===== src/rtl/mips_multicycle_control_fsm_if.sv =====
// Control bus between the multicycle MIPS control FSM and its datapath.
// master: the control FSM (drives strobes, reads opcode/ready).
// slave : the datapath side (drives opcode/ready, reads strobes).
interface mips_multicycle_control_fsm_if #(
  parameter int CNT_W = 32
);
  logic [5:0]       i_op_code;
  logic             i_mem_ready;
  logic [3:0]       o_state;
  logic             o_pc_write;
  logic             o_pc_write_cond;
  logic [1:0]       o_pc_src;
  logic             o_ir_write;
  logic             o_i_or_d;
  logic             o_mem_read;
  logic             o_mem_write;
  logic             o_mem_to_reg;
  logic             o_reg_dst;
  logic             o_w_en;
  logic             o_alu_src_a;
  logic [1:0]       o_alu_src_b;
  logic [1:0]       o_alu_op_code;
  logic             o_instr_retired;
  logic             o_illegal;
  logic [CNT_W-1:0] o_instr_count;

  modport master (
    input  i_op_code, i_mem_ready,
    output o_state, o_pc_write, o_pc_write_cond, o_pc_src, o_ir_write,
           o_i_or_d, o_mem_read, o_mem_write, o_mem_to_reg, o_reg_dst,
           o_w_en, o_alu_src_a, o_alu_src_b, o_alu_op_code,
           o_instr_retired, o_illegal, o_instr_count
  );

  modport slave (
    output i_op_code, i_mem_ready,
    input  o_state, o_pc_write, o_pc_write_cond, o_pc_src, o_ir_write,
           o_i_or_d, o_mem_read, o_mem_write, o_mem_to_reg, o_reg_dst,
           o_w_en, o_alu_src_a, o_alu_src_b, o_alu_op_code,
           o_instr_retired, o_illegal, o_instr_count
  );
endinterface


===== src/rtl/mips_multicycle_control_fsm.sv =====
// Multicycle MIPS control FSM: sequences a shared-ALU, unified-memory
// datapath through fetch/decode/execute/memory/write-back states.
// Optional feature macro MIPS_FSM_INSTR_COUNT_EN adds a wrapping
// retired-instruction counter on o_instr_count; otherwise it is tied to 0.
module mips_multicycle_control_fsm #(
  parameter int CNT_W = 32
) (
  input  logic i_clk,
  input  logic i_reset,
  mips_multicycle_control_fsm_if.master bus
);

  localparam logic [3:0] S_FETCH     = 4'd0;
  localparam logic [3:0] S_DECODE    = 4'd1;
  localparam logic [3:0] S_MEM_ADDR  = 4'd2;
  localparam logic [3:0] S_MEM_RD    = 4'd3;
  localparam logic [3:0] S_MEM_WB    = 4'd4;
  localparam logic [3:0] S_MEM_WR    = 4'd5;
  localparam logic [3:0] S_R_EXEC    = 4'd6;
  localparam logic [3:0] S_R_WB      = 4'd7;
  localparam logic [3:0] S_BRANCH    = 4'd8;
  localparam logic [3:0] S_JUMP      = 4'd9;
  localparam logic [3:0] S_ADDI_EXEC = 4'd10;
  localparam logic [3:0] S_ADDI_WB   = 4'd11;
  localparam logic [3:0] S_ILLEGAL   = 4'd12;

  localparam logic [5:0] OP_RTYPE = 6'h00;
  localparam logic [5:0] OP_J     = 6'h02;
  localparam logic [5:0] OP_BEQ   = 6'h04;
  localparam logic [5:0] OP_ADDI  = 6'h08;
  localparam logic [5:0] OP_LW    = 6'h23;
  localparam logic [5:0] OP_SW    = 6'h2B;

  localparam logic [1:0] ALU_ADD   = 2'b00;
  localparam logic [1:0] ALU_SUB   = 2'b01;
  localparam logic [1:0] ALU_FUNCT = 2'b10;

  logic [3:0] state;
  logic [3:0] state_nxt;

  // State register; reset abandons any in-flight instruction
  always_ff @(posedge i_clk) begin
    if (i_reset) state <= S_FETCH;
    else         state <= state_nxt;
  end

  // Next-state: memory states wait on ready, DECODE dispatches on opcode
  always_comb begin
    state_nxt = S_FETCH;
    case (state)
      S_FETCH:     state_nxt = bus.i_mem_ready ? S_DECODE : S_FETCH;
      S_DECODE: begin
        case (bus.i_op_code)
          OP_RTYPE:     state_nxt = S_R_EXEC;
          OP_LW, OP_SW: state_nxt = S_MEM_ADDR;
          OP_BEQ:       state_nxt = S_BRANCH;
          OP_J:         state_nxt = S_JUMP;
          OP_ADDI:      state_nxt = S_ADDI_EXEC;
          default:      state_nxt = S_ILLEGAL;
        endcase
      end
      S_MEM_ADDR:  state_nxt = (bus.i_op_code == OP_SW) ? S_MEM_WR : S_MEM_RD;
      S_MEM_RD:    state_nxt = bus.i_mem_ready ? S_MEM_WB : S_MEM_RD;
      S_MEM_WB:    state_nxt = S_FETCH;
      S_MEM_WR:    state_nxt = bus.i_mem_ready ? S_FETCH : S_MEM_WR;
      S_R_EXEC:    state_nxt = S_R_WB;
      S_R_WB:      state_nxt = S_FETCH;
      S_BRANCH:    state_nxt = S_FETCH;
      S_JUMP:      state_nxt = S_FETCH;
      S_ADDI_EXEC: state_nxt = S_ADDI_WB;
      S_ADDI_WB:   state_nxt = S_FETCH;
      S_ILLEGAL:   state_nxt = S_ILLEGAL;
      default:     state_nxt = S_FETCH;
    endcase
  end

  assign bus.o_state = state;

  // Per-state datapath strobes; everything is held low while in reset
  always_comb begin
    bus.o_pc_write      = 1'b0;
    bus.o_pc_write_cond = 1'b0;
    bus.o_pc_src        = 2'b00;
    bus.o_ir_write      = 1'b0;
    bus.o_i_or_d        = 1'b0;
    bus.o_mem_read      = 1'b0;
    bus.o_mem_write     = 1'b0;
    bus.o_mem_to_reg    = 1'b0;
    bus.o_reg_dst       = 1'b0;
    bus.o_w_en          = 1'b0;
    bus.o_alu_src_a     = 1'b0;
    bus.o_alu_src_b     = 2'b00;
    bus.o_alu_op_code   = ALU_ADD;
    bus.o_instr_retired = 1'b0;
    bus.o_illegal       = 1'b0;
    if (!i_reset) begin
      case (state)
        S_FETCH: begin
          bus.o_mem_read  = 1'b1;
          bus.o_alu_src_b = 2'b01;
          bus.o_ir_write  = bus.i_mem_ready;
          bus.o_pc_write  = bus.i_mem_ready;
        end
        S_DECODE: begin
          bus.o_alu_src_b = 2'b11;
        end
        S_MEM_ADDR: begin
          bus.o_alu_src_a = 1'b1;
          bus.o_alu_src_b = 2'b10;
        end
        S_MEM_RD: begin
          bus.o_mem_read = 1'b1;
          bus.o_i_or_d   = 1'b1;
        end
        S_MEM_WB: begin
          bus.o_mem_to_reg    = 1'b1;
          bus.o_w_en          = 1'b1;
          bus.o_instr_retired = 1'b1;
        end
        S_MEM_WR: begin
          bus.o_mem_write     = 1'b1;
          bus.o_i_or_d        = 1'b1;
          bus.o_instr_retired = bus.i_mem_ready;
        end
        S_R_EXEC: begin
          bus.o_alu_src_a   = 1'b1;
          bus.o_alu_op_code = ALU_FUNCT;
        end
        S_R_WB: begin
          bus.o_reg_dst       = 1'b1;
          bus.o_w_en          = 1'b1;
          bus.o_instr_retired = 1'b1;
        end
        S_BRANCH: begin
          bus.o_alu_src_a     = 1'b1;
          bus.o_alu_op_code   = ALU_SUB;
          bus.o_pc_write_cond = 1'b1;
          bus.o_pc_src        = 2'b01;
          bus.o_instr_retired = 1'b1;
        end
        S_JUMP: begin
          bus.o_pc_write      = 1'b1;
          bus.o_pc_src        = 2'b10;
          bus.o_instr_retired = 1'b1;
        end
        S_ADDI_EXEC: begin
          bus.o_alu_src_a = 1'b1;
          bus.o_alu_src_b = 2'b10;
        end
        S_ADDI_WB: begin
          bus.o_w_en          = 1'b1;
          bus.o_instr_retired = 1'b1;
        end
        S_ILLEGAL: begin
          bus.o_illegal = 1'b1;
        end
        default: ;
      endcase
    end
  end

`ifdef MIPS_FSM_INSTR_COUNT_EN
  logic [CNT_W-1:0] instr_count;

  // Retired-instruction counter, wraps naturally at CNT_W bits
  always_ff @(posedge i_clk) begin
    if (i_reset)                  instr_count <= {CNT_W{1'b0}};
    else if (bus.o_instr_retired) instr_count <= instr_count + {{(CNT_W-1){1'b0}}, 1'b1};
  end

  assign bus.o_instr_count = instr_count;
`else
  assign bus.o_instr_count = {CNT_W{1'b0}};
`endif

endmodule


===== src/flat_wrapper.sv =====
// flat-port wrapper written by rule: the top's interface ports become plain ports
module mips_multicycle_control_fsm_flat 
#(
  parameter int CNT_W = 32
)
  (i_clk, i_reset, bus_i_op_code, bus_i_mem_ready, bus_o_state, bus_o_pc_write, bus_o_pc_write_cond, bus_o_pc_src, bus_o_ir_write, bus_o_i_or_d, bus_o_mem_read, bus_o_mem_write, bus_o_mem_to_reg, bus_o_reg_dst, bus_o_w_en, bus_o_alu_src_a, bus_o_alu_src_b, bus_o_alu_op_code, bus_o_instr_retired, bus_o_illegal, bus_o_instr_count);
  mips_multicycle_control_fsm_if #(.CNT_W(CNT_W)) bus_i ();
  input  logic i_clk;
  input  logic i_reset;
  input wire logic [$bits(bus_i.i_op_code)-1:0] bus_i_op_code;
  input wire logic [$bits(bus_i.i_mem_ready)-1:0] bus_i_mem_ready;
  output wire logic [$bits(bus_i.o_state)-1:0] bus_o_state;
  output wire logic [$bits(bus_i.o_pc_write)-1:0] bus_o_pc_write;
  output wire logic [$bits(bus_i.o_pc_write_cond)-1:0] bus_o_pc_write_cond;
  output wire logic [$bits(bus_i.o_pc_src)-1:0] bus_o_pc_src;
  output wire logic [$bits(bus_i.o_ir_write)-1:0] bus_o_ir_write;
  output wire logic [$bits(bus_i.o_i_or_d)-1:0] bus_o_i_or_d;
  output wire logic [$bits(bus_i.o_mem_read)-1:0] bus_o_mem_read;
  output wire logic [$bits(bus_i.o_mem_write)-1:0] bus_o_mem_write;
  output wire logic [$bits(bus_i.o_mem_to_reg)-1:0] bus_o_mem_to_reg;
  output wire logic [$bits(bus_i.o_reg_dst)-1:0] bus_o_reg_dst;
  output wire logic [$bits(bus_i.o_w_en)-1:0] bus_o_w_en;
  output wire logic [$bits(bus_i.o_alu_src_a)-1:0] bus_o_alu_src_a;
  output wire logic [$bits(bus_i.o_alu_src_b)-1:0] bus_o_alu_src_b;
  output wire logic [$bits(bus_i.o_alu_op_code)-1:0] bus_o_alu_op_code;
  output wire logic [$bits(bus_i.o_instr_retired)-1:0] bus_o_instr_retired;
  output wire logic [$bits(bus_i.o_illegal)-1:0] bus_o_illegal;
  output wire logic [$bits(bus_i.o_instr_count)-1:0] bus_o_instr_count;
  assign bus_i.i_op_code = bus_i_op_code;
  assign bus_i.i_mem_ready = bus_i_mem_ready;
  assign bus_o_state = bus_i.o_state;
  assign bus_o_pc_write = bus_i.o_pc_write;
  assign bus_o_pc_write_cond = bus_i.o_pc_write_cond;
  assign bus_o_pc_src = bus_i.o_pc_src;
  assign bus_o_ir_write = bus_i.o_ir_write;
  assign bus_o_i_or_d = bus_i.o_i_or_d;
  assign bus_o_mem_read = bus_i.o_mem_read;
  assign bus_o_mem_write = bus_i.o_mem_write;
  assign bus_o_mem_to_reg = bus_i.o_mem_to_reg;
  assign bus_o_reg_dst = bus_i.o_reg_dst;
  assign bus_o_w_en = bus_i.o_w_en;
  assign bus_o_alu_src_a = bus_i.o_alu_src_a;
  assign bus_o_alu_src_b = bus_i.o_alu_src_b;
  assign bus_o_alu_op_code = bus_i.o_alu_op_code;
  assign bus_o_instr_retired = bus_i.o_instr_retired;
  assign bus_o_illegal = bus_i.o_illegal;
  assign bus_o_instr_count = bus_i.o_instr_count;
  mips_multicycle_control_fsm #(.CNT_W(CNT_W)) u_core (.i_clk(i_clk), .i_reset(i_reset), .bus(bus_i));
endmodule

===== config.mk =====
export PLATFORM = sky130hd
export DESIGN_NAME = mips_multicycle_control_fsm_flat
export DESIGN_NICKNAME = d
export VERILOG_FILES = /design/src/rtl/mips_multicycle_control_fsm_if.sv /design/src/rtl/mips_multicycle_control_fsm.sv /design/src/flat_wrapper.sv
export SDC_FILE = /design/constraint.sdc
export NUM_CORES = 1
export LEC_CHECK = 0
export BUFFER_PORTS_ARGS = -buffer_cell sky130_fd_sc_hd__buf_2
export CAP_MARGIN = 20
export CORE_ASPECT_RATIO = 1.4
export CORE_MARGIN = 10
export CORE_UTILIZATION = 42
export DETAILED_ROUTE_END_ITERATION = 8
export GPL_TIMING_DRIVEN = 0
export PLACE_DENSITY_LB_ADDON = 0.05
export SYNTH_ARGS = -nofsm -noshare
export SYNTH_HDL_FRONTEND = slang
export SYNTH_SLANG_ARGS = --single-unit

===== constraint.sdc =====
create_clock -name i_clk -period 1.6 [get_ports i_clk]
set_input_delay 0.16 -clock i_clk [delete_from_list [all_inputs] [get_ports i_clk]]
set_output_delay 0.16 -clock i_clk [all_outputs]
set_load 0.05 [all_outputs]

Word level (Yosys, flattened, before mapping)
Cells that the tools add are included.
{"block": "totals", "inputBits": 9, "word_cells": 63, "ff_bits": 4}
{"block": "op_classes", "n_reduce_logical": 9, "n_mux": 36, "eq_ne": 17}
{"operator": "one-hot mux 4 bit (8 select lines)", "n": 1}
{"operator": "2-to-1 mux 1 bit", "n": 23}
{"operator": "== test 4 bit, second input constant", "n": 5}
{"operator": "one-hot mux 4 bit (5 select lines)", "n": 1}
{"operator": "== test 4 x 3 -> 1 bit, second input constant", "n": 4}
{"operator": "== test 6 bit, second input constant", "n": 2}
{"operator": "2-to-1 mux 3 bit", "n": 3}
{"operator": "== test 4 x 2 -> 1 bit, second input constant", "n": 2}
{"operator": "one-hot mux 2 bit (2 select lines)", "n": 2}
{"operator": "OR reduction 2 bit", "n": 4}
{"operator": "== test 6 x 2 -> 1 bit, second input constant", "n": 1}
{"operator": "== test 6 x 3 -> 1 bit, second input constant", "n": 1}
{"operator": "== test 6 x 4 -> 1 bit, second input constant", "n": 1}
{"operator": "zero test 6 bit", "n": 1}
{"operator": "2-to-1 mux 2 bit", "n": 3}
{"operator": "one-hot mux 2 bit (3 select lines)", "n": 1}
{"operator": "OR reduction 5 bit", "n": 1}
{"operator": "== test 4 x 1 -> 1 bit, second input constant", "n": 1}
{"operator": "zero test 4 bit", "n": 1}
{"operator": "one-hot mux 1 bit (2 select lines)", "n": 2}
{"operator": "OR reduction 4 bit", "n": 1}
{"operator": "OR reduction 3 bit", "n": 1}

Depth between registers and ports, before layout
Gate-level depths: netlist (run 1).
{"block": "logic_depth", "depth_word": 4, "mapped_depth": 6, "depth_no_buf": 4}

Worst setup path after synthesis (run 1)
No wires, ideal clock.
{"block": "synth_path", "path_kind": "reg2out", "from": "reg u_core.state[1] (netlist: u_core.bus.o_state[1])", "to": "out bus_o_alu_src_a", "arrival_time_ps": 3508, "path_slack_ps": -2068, "path_stages_with_launch": 4, "path_cell_list": "dfxtp_1 -> buf_4 -> nor2_1 -> a2111oi_0"}
{"block": "synth_between", "elab_chain_cells": 4}
{"item": "from (decl)", "line_no": "mips_multicycle_control_fsm.sv:38", "rtl": "logic [3:0] state;"}
{"item": "from (signal assigned)", "line_no": "mips_multicycle_control_fsm.sv:44", "rtl": "else state <= state_nxt;"}
{"item": "== test 4 x 2 -> 1 bit (tied with other cells)", "line_no": "mips_multicycle_control_fsm.sv:97", "rtl": "case (state)"}
{"item": "OR reduction 4 bit (no line) *"}
{"item": "2-to-1 mux 1 bit *", "line_no": "mips_multicycle_control_fsm.sv:97"}
{"item": "2-to-1 mux 1 bit *", "line_no": "mips_multicycle_control_fsm.sv:96", "rtl": "if (!i_reset) begin"}
{"item": "to (decl)", "line_no": "flat_wrapper.sv:23", "rtl": "output wire logic [$bits(bus_i.o_alu_src_a)-1:0] bus_o_alu_src_a;"}
Every way passes the cells marked *; elsewhere a longest branch is shown, timed or not.

Worst setup path in the final report (run 1)
{"block": "layout_path", "from": "reg u_core.state[2] (netlist: u_core.bus.o_state[2])", "to": "out bus_o_alu_src_a"}
The elaborated chain is that of the path after synthesis.

==> results of run 1 <==
final cells by class:
cell class | instances | area (um2) | share of cell area
Sequential cell | 4 | 95.09 | 0.05630
Inverter | 3 | 13.76 | 0.008148
Timing Repair Buffer | 48 | 346.6 | 0.2052
Clock buffer | 3 | 22.52 | 0.01333
Buffer | 41 | 354.1 | 0.2096
Multi-Input combinational cell | 113 | 829.5 | 0.4911
Tap cell | 22 | 27.53 | 0.01630
layout by cell type, fill, tap and decap left out, types with 3 or more instances in the layout:
cell type,n
sky130_fd_sc_hd__buf_4,55
sky130_fd_sc_hd__conb_1,32
sky130_fd_sc_hd__buf_2,17
sky130_fd_sc_hd__nor2_2,7
sky130_fd_sc_hd__clkbuf_4,7
sky130_fd_sc_hd__nor2_4,6
sky130_fd_sc_hd__buf_6,6
sky130_fd_sc_hd__buf_8,4
sky130_fd_sc_hd__nand3_1,4
sky130_fd_sc_hd__nand2_1,4
sky130_fd_sc_hd__o21ai_0,4
sky130_fd_sc_hd__a31oi_1,4
sky130_fd_sc_hd__dfxtp_4,4
sky130_fd_sc_hd__a2111oi_4,3
sky130_fd_sc_hd__a21oi_1,3
sky130_fd_sc_hd__nor2_1,3
through the flow:
stage	setup slack (ps)	instances	area, um2
6_report	2.614	234	1689
5_1_grt	-55.42	234	1689
4_1_cts	-9.906	231	1628
3_5_place_dp	8.393	213	1398
3_3_place_gp	38.55	213	1398
2_1_floorplan	-89.56	162	1225
logic make-up after synthesis:
kind of cell              count (synthesis)  synth area share
AOI/OAI and AO/OA                        31            0.2574
xor gates and xnor gates                  2           0.01877
other                                     1          0.004018
buffers and inverters                    45            0.3445
DFF                                       4           0.08579
and+or+nand+nor                          48            0.2896
power by group through the flow:
stage / clock network [mW] / registers [mW] / logic (mW)
after floorplan: 0 / 0.144 / 0.530
after global placement: 0 / 0.121 / 0.629
after detailed placement: 0 / 0.121 / 0.634
after CTS: 0.121 / 0.123 / 0.712
after global routing: 0.137 / 0.124 / 0.784
final: 0.118 / 0.122 / 0.748
routing by layer:
layer | track usage | vias up
li1 | - | 559
met1 | 0.1289 | 510
met2 | 0.2661 | 43
met3 | 0.02500 | 5
met4 | 0.03750 | 0
met5 | 0 | -
final timing paths:
kind,from,end,slack (ps),depth (start not counted)
min,bus_i_op_code[1],u_core.bus.o_state[1]$_SDFF_PP0_,350,3
max reg2reg,u_core.bus.o_state[1]$_SDFF_PP0_,u_core.bus.o_state[1]$_SDFF_PP0_,140,5
max,u_core.bus.o_state[2]$_SDFF_PP0_,bus_o_alu_src_a,3,4
min reg2reg,u_core.bus.o_state[1]$_SDFF_PP0_,u_core.bus.o_state[2]$_SDFF_PP0_,720,3
worst max-delay path, delay by kind of cell, from the launching register on:
family                 cells  cell delay, ps
AOI/OAI and AO/OA          1             360
buffers and inverters      3             500
DFF                        1             350
timing repair:
item	in CTS	in global routing
pin swaps	3	2
gates resized for setup	28	13
hold buffers	0	0
setup buffers	16	3
endpoints found under the setup margin	13	14
endpoints found under the hold margin	0	0
==> metrics, run 1 <==
core utilization of the finished layout=0.7849; Crit Path Category=reg -> out; Max stage delay cell, worst path=sky130_fd_sc_hd__a2111oi_4; buffer depth of the longest clock path=2; Die W=59.84 um; critical path's largest stage delay=360 ps; mean area per synthesized cell=7.125 um2; post-route met1 wirelength=1.162 mm; htree depth=1; total routing resource utilization after global routing=0.1324; post-route ant nets=0; data required time at the worst endpoint=1440 ps; MaxCap Viol Count=0; Async SR Flop Fraction=0; clock buffer count from CTS=3; run status=finished clean; Routability Congestion=0.8367; cell taking the most area after synthesis=sky130_fd_sc_hd__buf_4; fraction of final layout cells with drive strength greater than 1=0.5991; clk sinks=4; Post-synth EDFFs=0; global-route wire length before repair=4.961 mm; vias after detailed routing=1117; initial antenna violation count=0; highest clock rate=626.0 MHz; crit path max fanout=10; Commonest cells post-synth=sky130_fd_sc_hd__buf_4 (38), sky130_fd_sc_hd__nor2_1 (16), sky130_fd_sc_hd__nand2_1 (6); switching power as a share of total power=0.5349; nets=223; instance count of the mapped netlist=131; Hold Fails Final Rpt=0; setup repair after global routing missed its margin=true; synthesis-stage register bit count=4; synthesized area=933.4 um2; Final Skew=0.4589 ps; Initial Utilization=0.4337; most numerous cell in the Yosys netlist=sky130_fd_sc_hd__buf_4; final worst path period share=0.9984; final antenna diode count=0; clk_lat worst skew=230 ps; worst hold-check slack=348.0 ps; number of DRC violations after detailed routing=0; Reg clk slew, reported paths=40 ps; clock tree from TritonCTS=done; DR top layer=met4; clock power share=0.120; Critical Path Source Type=flip-flop; number of iterations in the first detailed-routing pass=4; Die Span Y=75.78 um; final wirelength=3.362 mm; total core area=0.002152 mm2; HPWL after detailed placement=2.365 mm; type of the tightest min-delay check=in -> reg; final sum of negative setup slack=0 ps; distinct cell type count of the synthesized netlist=43; number of flip-flops under the largest register name=4; total of warnings raised by yosys=0; Top Ports=63; overall power consumption=0.9884 mW; fraction of post-synthesis cell area in the top cell type by area=0.3056; main area contributors after synthesis=sky130_fd_sc_hd__buf_4 (31%), sky130_fd_sc_hd__dfxtp_1 (8.6%), sky130_fd_sc_hd__nor2_1 (6.4%), sky130_fd_sc_hd__a2111oi_2 (3.2%), sky130_fd_sc_hd__a31oi_1 (2.7%); minimum clock period after layout=1597 ps; Leakage=0.8599 nW; via count of the first global-routing pass=1071; crit-path cells=buf_8 > buf_12 > a2111oi_4 > buf_6; Most used DFF post-synth=sky130_fd_sc_hd__dfxtp_1; number of rows in the core area=20; sequential share of power=0.124; pin count of the biggest net entering global routing=11; Fillers=166; arrival time at the worst endpoint=1440 ps; routed length on met2=1.912 mm; portion of the post-synthesis area used by sequential elements=0.08579; switching power total=0.5287 mW; Die Area=0.004535 mm2; Detailed Route Iter0 Violations=21; PD cells=585.2 mW/mm2; number of vias per cell after detailed routing=4.774; total congestion overflow after global routing=0; synth-to-layout area growth=80.97%; Port Buffers=29; wire per inst=14.37 um; maximum VDD drop=0.5031 mV; clock root buffer master=sky130_fd_sc_hd__clkbuf_4; type of element capturing the critical path=primary output; share of power burned in combinational logic=0.757; Final Max Tran Viols=0; WL met3=238 um; Setup violations, final=0; internal cell power=0.4597 mW
Note: power is estimated with default switching activity, not from simulation.
==> run 2: changes to the inputs <==
--- a/config.mk
+++ b/config.mk
@@ -5,12 +5,11 @@
 export SDC_FILE = /design/constraint.sdc
 export NUM_CORES = 1
 export LEC_CHECK = 0
-export BUFFER_PORTS_ARGS = -buffer_cell sky130_fd_sc_hd__buf_2
 export CAP_MARGIN = 20
-export CORE_ASPECT_RATIO = 1.4
 export CORE_MARGIN = 10
-export CORE_UTILIZATION = 42
+export CORE_UTILIZATION = 67
 export DETAILED_ROUTE_END_ITERATION = 8
+export DONT_BUFFER_PORTS = 1
 export GPL_TIMING_DRIVEN = 0
 export PLACE_DENSITY_LB_ADDON = 0.05
 export SYNTH_ARGS = -nofsm -noshare
==> constraint.sdc (replaced) <==
create_clock -name i_clk -period 1.9 [get_ports i_clk]
set_input_delay 0.19 -clock i_clk [delete_from_list [all_inputs] [get_ports i_clk]]
set_output_delay 0.19 -clock i_clk [all_outputs]
set_load 0.05 [all_outputs]
==> metrics, run 2 <==
portion of the post-synthesis area used by sequential elements=0.08579 (unchanged); Commonest cells post-synth=sky130_fd_sc_hd__buf_4 (38), sky130_fd_sc_hd__nor2_1 (16), sky130_fd_sc_hd__nand2_1 (6) (unchanged); total of warnings raised by yosys=0 (unchanged); Initial Utilization=0.7173 (was 0.4337); instance count of the mapped netlist=131 (unchanged); first error in the log=[ERROR FLW-0024] Place density exceeds 1.0 (current PLACE_DENSITY_LB_ADDON =  0.05). Please check if the value of  PLACE_DENSITY_LB_ADDON is between 0 and 0.99.; Die W=57.33 um (was 59.84 um); number of rows in the core area=13 (was 20); Post-synth EDFFs=0 (unchanged); Most used DFF post-synth=sky130_fd_sc_hd__dfxtp_1 (unchanged); fraction of post-synthesis cell area in the top cell type by area=0.3056 (unchanged); synthesis-stage register bit count=4 (unchanged); synthesized area=933.4 um2 (unchanged); mean area per synthesized cell=7.125 um2 (unchanged); main area contributors after synthesis=sky130_fd_sc_hd__buf_4 (31%), sky130_fd_sc_hd__dfxtp_1 (8.6%), sky130_fd_sc_hd__nor2_1 (6.4%), sky130_fd_sc_hd__a2111oi_2 (3.2%), sky130_fd_sc_hd__a31oi_1 (2.7%) (unchanged); Die Span Y=57.33 um (was 75.78 um); Async SR Flop Fraction=0 (unchanged); run status=aborted with a tool error (was finished clean); distinct cell type count of the synthesized netlist=43 (unchanged); cell taking the most area after synthesis=sky130_fd_sc_hd__buf_4 (unchanged); Stopped at=3_1_place_gp_skip_io; most numerous cell in the Yosys netlist=sky130_fd_sc_hd__buf_4 (unchanged)
run 2: cell counts after synthesis:
Identical to the previous run, type by type.
run 2: cells by family after synthesis:
group,share of synthesized area
buf+inv,0.3445
other cells,0.004018
xor+xnor,0.01877
flops,0.08579
simple gates,0.2896
compound gates,0.2574
==> run 3: changes to the inputs <==
--- a/config.mk
+++ b/config.mk
@@ -6,12 +6,12 @@
 export NUM_CORES = 1
 export LEC_CHECK = 0
 export CAP_MARGIN = 20
-export CORE_MARGIN = 10
-export CORE_UTILIZATION = 67
+export CORE_AREA = 10 10 71 73
 export DETAILED_ROUTE_END_ITERATION = 8
+export DIE_AREA = 0 0 81 83
 export DONT_BUFFER_PORTS = 1
 export GPL_TIMING_DRIVEN = 0
-export PLACE_DENSITY_LB_ADDON = 0.05
+export PLACE_DENSITY_LB_ADDON = 0.15
 export SYNTH_ARGS = -nofsm -noshare
 export SYNTH_HDL_FRONTEND = slang
 export SYNTH_SLANG_ARGS = --single-unit
==> metrics, run 3 (synthesis gave the netlist of run 1 again) <==
run status=finished, violations left (was aborted with a tool error); violations in the final reports=setup timing; MaxCap Viol Count=0; crit path max fanout=5; Die Span Y=83 um (was 57.33 um); via count of the first global-routing pass=972; PD cells=557.6 mW/mm2; met1 usage in global routing=0.08746; fraction of met2 tracks used by global routing=0.1599; clock buffer count from CTS=3; minimum clock period after layout=1979 ps; Layout Cell Area excl Fill=0.001550 mm2; Leakage=0.6832 nW; fraction of final layout cells with drive strength greater than 1=0.5056; number of rows in the core area=22 (was 13); number of flip-flops under the largest register name=4; Routability Congestion=0.7600; final wirelength=3.226 mm; Top Ports=63; clock root buffer master=sky130_fd_sc_hd__clkbuf_8; worst hold-check slack=292.0 ps; final worst path period share=1.042; htree depth=1; highest-count cells in the layout ignoring fill and taps=sky130_fd_sc_hd__buf_4 (43), sky130_fd_sc_hd__conb_1 (32), sky130_fd_sc_hd__nor2_4 (10), sky130_fd_sc_hd__buf_6 (6); HPWL after detailed placement=2.497 mm; final antenna diode count=0; total routing resource utilization after global routing=0.08811; number of DRC violations after detailed routing=0; Critical Path Source Type=flip-flop; Die Area=0.006723 mm2; nets=191; total core area=0.003633 mm2; Hold Fails Final Rpt=0; worst slack after detailed placement=-203.2 ps; setup repair after global routing missed its margin=true; placed cell areas=0.001205 mm2; clk sinks=4; Setup WS post-layout=-79.04 ps; Setup violations, final=3; vias after detailed routing=983; busiest grt layer=met2; most common cell after layout, fill and taps aside=sky130_fd_sc_hd__buf_4; Detailed Route Iter0 Violations=42; headroom to the max-slew limit=0.3284; Final Skew=1.964 ps; buffer depth of the longest clock path=2; total congestion overflow after global routing=0; Reg clk slew, reported paths=30 ps; Non-Filler Instances=228; highest clock rate=505.3 MHz; clk_lat worst skew=210 ps; number of vias per cell after detailed routing=4.311; number of iterations in the first detailed-routing pass=4; arrival time at the worst endpoint=1790 ps; CTS Hold Buffers Added=0; type of element capturing the critical path=primary output; post-route ant nets=0; core utilization of the finished layout=0.4267; wire per inst=14.15 um; actual transition at the worst max-transition pin=1007 ps; pin count of the biggest net entering global routing=11; clock tree from TritonCTS=done; synth-to-layout area growth=66.09%; placed cells=210; type of the tightest min-delay check=in -> reg; Port Buffers=0; data required time at the worst endpoint=1710 ps; Final Max Tran Viols=0; global-route wire length before repair=4.954 mm; met3 Usage GRT=0.03664; initial antenna violation count=0; Crit Path Category=reg -> out; Initial Utilization=0.2569 (was 0.7173); Die W=81 um (was 57.33 um); maximum VDD drop=0.1680 mV
==> run 3: stage by stage <==
stage | power [mW] | TNS [ps]
2_1_floorplan | 0.5440 | 0
3_3_place_gp | 0.5793 | -606.3
3_5_place_dp | 0.5816 | -683.1
4_1_cts | 0.8432 | -230.7
5_1_grt | 0.9115 | -278.7
6_report | 0.8644 | -116.0
==> run 3: worst paths after layout <==
path | startpoint | endpoint | slack (ps) | depth (start not counted)
worst min-delay path | bus_i_op_code[0] | u_core.bus.o_state[1]$_SDFF_PP0_ | 290 | 3
worst max-delay path | u_core.bus.o_state[0]$_SDFF_PP0_ | bus_o_mem_read | -80 | 4
worst min register to register | u_core.bus.o_state[1]$_SDFF_PP0_ | u_core.bus.o_state[3]$_SDFF_PP0_ | 800 | 3
worst max register to register | u_core.bus.o_state[0]$_SDFF_PP0_ | u_core.bus.o_state[2]$_SDFF_PP0_ | 280 | 6
==> run 3: report_power, final <==
part	total (mW)	switching, mW	internal (mW)
clock network	0.174	0.0392	0.135
registers	0.125	0.0349	0.0902
logic	0.565	0.367	0.199
total	0.864	0.441	0.423
==> run 3: cell type report <==
| cell class | count | area, um2 |
|---|---|---|
| Sequential cell | 4 | 95.09 |
| Tap cell | 48 | 60.06 |
| Inverter | 3 | 13.76 |
| Buffer | 42 | 364.1 |
| Timing Repair Buffer | 15 | 123.9 |
| Clock buffer | 3 | 41.29 |
| Fill cell | 374 | 2083 |
| Multi-Input combinational cell | 113 | 852.1 |
==> run 3: layer usage <==
layer  up-vias  wire length, um
met5         -                0
met4         0               19
met3         2              429
met2        45             1626
met1       440             1150
li1        496                -
==> run 3: worst max-delay path: stages, from the launching register on <==
cell                        delay, ps
sky130_fd_sc_hd__dfxtp_4          400
sky130_fd_sc_hd__buf_8            160
sky130_fd_sc_hd__nor2_4           160
sky130_fd_sc_hd__inv_4             70
sky130_fd_sc_hd__a2111oi_4        790
==> run 3: repair_timing <==
item                                    CTS  global route
gates resized for setup                  44             7
setup buffers                            12             3
endpoints found under the setup margin   16             6
gates cloned                              0             0
pin swaps                                10             7
==> run 4: changes to the inputs <==
--- a/config.mk
+++ b/config.mk
@@ -5,6 +5,7 @@
 export SDC_FILE = /design/constraint.sdc
 export NUM_CORES = 1
 export LEC_CHECK = 0
+export ABC_AREA = 1
 export CAP_MARGIN = 20
 export CORE_AREA = 10 10 71 73
 export DETAILED_ROUTE_END_ITERATION = 8
==> constraint.sdc (replaced) <==
create_clock -name i_clk -period 1.7 [get_ports i_clk]
set_input_delay 0.17 -clock i_clk [delete_from_list [all_inputs] [get_ports i_clk]]
set_output_delay 0.17 -clock i_clk [all_outputs]
set_load 0.05 [all_outputs]
==> metrics, run 4 <==
distinct cell type count of the synthesized netlist=18 (was 43); Final Max Tran Viols=0 (unchanged); Crit Path Category=reg -> out (unchanged); synth-to-layout area growth=70.78% (was 66.09%); arrival time at the worst endpoint=1610 ps (was 1790 ps); total of warnings raised by yosys=0 (unchanged); Die W=81 um (unchanged); total routing resource utilization after global routing=0.07709 (was 0.08811); internal cell power=0.3596 mW (was 0.4234 mW); clock root buffer master=sky130_fd_sc_hd__clkbuf_8 (unchanged); HPWL after detailed placement=2.277 mm (was 2.497 mm); post-route ant nets=0 (unchanged); violations in the final reports=setup timing (unchanged); switching power as a share of total power=0.5373 (was 0.5102); vias after detailed routing=857 (was 983); launching instance or port of the critical path=u_core.bus.o_state[0]$_SDFF_PP0_ (unchanged); number of vias per cell after detailed routing=3.694 (was 4.311); share of power burned in combinational logic=0.568 (was 0.654); highest clock rate=561.4 MHz; Initial Utilization=0.2121 (was 0.2569); Fillers=407 (was 374); Async SR Flop Fraction=0 (unchanged); PD cells=590.4 mW/mm2 (was 557.6 mW/mm2); clock tree from TritonCTS=done (unchanged); minimum clock period after layout=1781 ps; clock buffer count from CTS=3 (unchanged); number of flip-flops under the largest register name=4 (unchanged); switching power total=0.4176 mW (was 0.4410 mW); type of the tightest min-delay check=in -> reg (unchanged); nets=195 (was 191); Final Skew=3.578 ps (was 1.964 ps); fraction of post-synthesis cell area in the top cell type by area=0.3214 (was 0.3056); Routability Congestion=0.8715 (was 0.7600); fraction of final layout cells with drive strength greater than 1=0.5000 (was 0.5056); FF-to-FF Start=u_core.bus.o_state[1]$_SDFF_PP0_ (was u_core.bus.o_state[0]$_SDFF_PP0_); MaxCap Viol Count=0 (unchanged); portion of the post-synthesis area used by sequential elements=0.1039 (was 0.08579); core utilization of the finished layout=0.3623 (was 0.4267); Leakage=0.6590 nW (was 0.6832 nW); Setup violations, final=4 (was 3); number of DRC violations after detailed routing=0 (unchanged); buffer depth of the longest clock path=2 (unchanged); final wirelength=2.755 mm (was 3.226 mm); total core area=0.003633 mm2 (unchanged); mean area per synthesized cell=5.505 um2 (was 7.125 um2); cell taking the most area after synthesis=sky130_fd_sc_hd__buf_4 (unchanged); data required time at the worst endpoint=1530 ps (was 1710 ps); Post-synth EDFFs=0 (unchanged); type of element capturing the critical path=primary output (unchanged); Detailed Route Iter0 Violations=37 (was 42); Top Ports=63 (unchanged); final worst path period share=1.048; synthesized area=770.7 um2 (was 933.4 um2); Setup WS post-layout=-81.26 ps (was -79.04 ps); final sum of negative setup slack=-169.9 ps (was -116.0 ps); clk_lat worst skew=220 ps (was 210 ps); Non-Filler Instances=232 (was 228); Hold Path Origin=i_reset (was bus_i_op_code[0]); Multi-input gate area=705.7 um2 (was 852.1 um2); synthesis-stage register bit count=4 (unchanged); total congestion overflow after global routing=0 (unchanged); placed cells=219 (was 210); clock power share=0.258 (was 0.201); most common cell after layout, fill and taps aside=sky130_fd_sc_hd__buf_4 (unchanged); setup repair after global routing missed its margin=true (unchanged); final antenna diode count=0 (unchanged); Max stage delay cell, worst path=sky130_fd_sc_hd__dfxtp_4 (was sky130_fd_sc_hd__a2111oi_4); via count of the first global-routing pass=878 (was 972); main area contributors after synthesis=sky130_fd_sc_hd__buf_4 (32%), sky130_fd_sc_hd__nand2_1 (15%), sky130_fd_sc_hd__nor2_1 (13%), sky130_fd_sc_hd__dfxtp_1 (10%), sky130_fd_sc_hd__inv_1 (7.3%) (was sky130_fd_sc_hd__buf_4 (31%), sky130_fd_sc_hd__dfxtp_1 (8.6%), sky130_fd_sc_hd__nor2_1 (6.4%), sky130_fd_sc_hd__a2111oi_2 (3.2%), sky130_fd_sc_hd__a31oi_1 (2.7%)); Commonest cells post-synth=sky130_fd_sc_hd__buf_4 (33), sky130_fd_sc_hd__nand2_1 (30), sky130_fd_sc_hd__nor2_1 (26) (was sky130_fd_sc_hd__buf_4 (38), sky130_fd_sc_hd__nor2_1 (16), sky130_fd_sc_hd__nand2_1 (6)); crit path max fanout=6 (was 5); Sequential cell area=95.09 um2 (unchanged); run status=finished, violations left (unchanged); Critical Path Source Type=flip-flop (unchanged); clk sinks=4 (unchanged); initial antenna violation count=0 (unchanged); critical path's largest stage delay=500 ps (was 790 ps); Die Span Y=83 um (unchanged); global-route wire length before repair=4.271 mm (was 4.954 mm); pin count of the biggest net entering global routing=11 (unchanged); wire per inst=11.88 um (was 14.15 um); actual transition at the worst max-transition pin=975.8 ps (was 1007 ps); worst slack after detailed placement=-255.8 ps (was -203.2 ps); most numerous cell in the Yosys netlist=sky130_fd_sc_hd__buf_4 (unchanged); crit-path cells=inv_2 > nor2_4 > inv_2 > nor2_4 > nand2_2 > nand2_4 (was buf_8 > nor2_4 > inv_4 > a2111oi_4); Die Area=0.006723 mm2 (unchanged); instance count of the mapped netlist=140 (was 131); headroom to the max-slew limit=0.3495 (was 0.3284); htree depth=1 (unchanged); sequential share of power=0.174 (was 0.145); Most used DFF post-synth=sky130_fd_sc_hd__dfxtp_1 (unchanged); CTS Hold Buffers Added=0 (unchanged); Hold Fails Final Rpt=0 (unchanged); highest-count cells in the layout ignoring fill and taps=sky130_fd_sc_hd__buf_4 (40), sky130_fd_sc_hd__conb_1 (32), sky130_fd_sc_hd__nand2_1 (23), sky130_fd_sc_hd__nor2_4 (19), sky130_fd_sc_hd__nor2_1 (11) (was sky130_fd_sc_hd__buf_4 (43), sky130_fd_sc_hd__conb_1 (32), sky130_fd_sc_hd__nor2_4 (10), sky130_fd_sc_hd__buf_6 (6)); Port Buffers=0 (unchanged); number of rows in the core area=22 (unchanged); number of iterations in the first detailed-routing pass=4 (unchanged); maximum VDD drop=0.1890 mV (was 0.1680 mV); Reg clk slew, reported paths=30 ps (about the same)
-- run 4: cell types whose count changed in the layout (fill, tap and decap cells not counted), sizes merged, moves of 3 or more --
cell	delta
nand2	+24
inv	+15
nor2	+15
buf	-12
a2111oi	-3
and3	-3
nor2b	-3
nor4b	-3
-- run 4: per-stage QoR --
stage          hold WS, ps  power [mW]  cell area, um2
2_1_floorplan        232.0      0.4848           937.1
3_3_place_gp         237.9      0.5068           997.2
3_5_place_dp         236.9      0.5079           997.2
4_1_cts              11.71      0.7569            1264
5_1_grt              7.208      0.8235            1316
6_report             12.95      0.7772            1316
-- run 4: logic make-up after synthesis --
family	Yosys count	synth area share
compound gates	11	0.07791
buf+inv	52	0.4140
flops	4	0.1039
other cells	1	0.004865
simple gates	72	0.3993
-- run 4: final timing paths --
kind	to	slack [ps]	cells after the start
min reg2reg	u_core.bus.o_state[0]$_SDFF_PP0_	810	3
max	bus_o_instr_retired	-80	6
max reg2reg	u_core.bus.o_state[2]$_SDFF_PP0_	230	7
min	u_core.bus.o_state[0]$_SDFF_PP0_	10	1
-- run 4: timing repair --
| action | 4_1_cts | 5_1_grt |
|---|---|---|
| cloned | 0 | 0 |
| endpoints found under the setup margin | 18 | 14 |
| buffers inserted | 9 | 1 |
| resized for setup | 44 | 12 |
| pin swaps | 12 | 12 |
| endpoints found under the hold margin | 0 | 0 |
-- run 4: metal layers --
layer  wire length (um)  vias to the layer above  global-route usage
met4                 85                        0             0.02973
met5                  0                        -                   0
met1                867                      365             0.07099
li1                   -                      451                   -
met3                325                        6             0.04095
met2               1477                       35              0.1369
-- run 4: layout make-up --
class | count | area share
Tap cell | 48 | 0.04563
Timing Repair Buffer | 10 | 0.06274
Buffer | 34 | 0.1968
Inverter | 18 | 0.05513
Clock buffer | 3 | 0.03137
Multi-Input combinational cell | 115 | 0.5361
Sequential cell | 4 | 0.07224
-- run 4: power by group through the flow --
| stage | Combinational (mW) | Clock [mW] | Sequential (mW) |
|---|---|---|---|
| 2_1_floorplan | 0.355 | 0 | 0.130 |
| 3_3_place_gp | 0.374 | 0 | 0.133 |
| 3_5_place_dp | 0.375 | 0 | 0.133 |
| 4_1_cts | 0.423 | 0.200 | 0.133 |
| 5_1_grt | 0.465 | 0.222 | 0.137 |
| 6_report | 0.441 | 0.201 | 0.135 |
-- run 4: worst max-delay path, delay by kind of cell (launching register included) --
family / cells / cell delay (ps)
AND/OR/NAND/NOR: 4 / 730
flip-flops: 1 / 500
buffers and inverters: 2 / 170
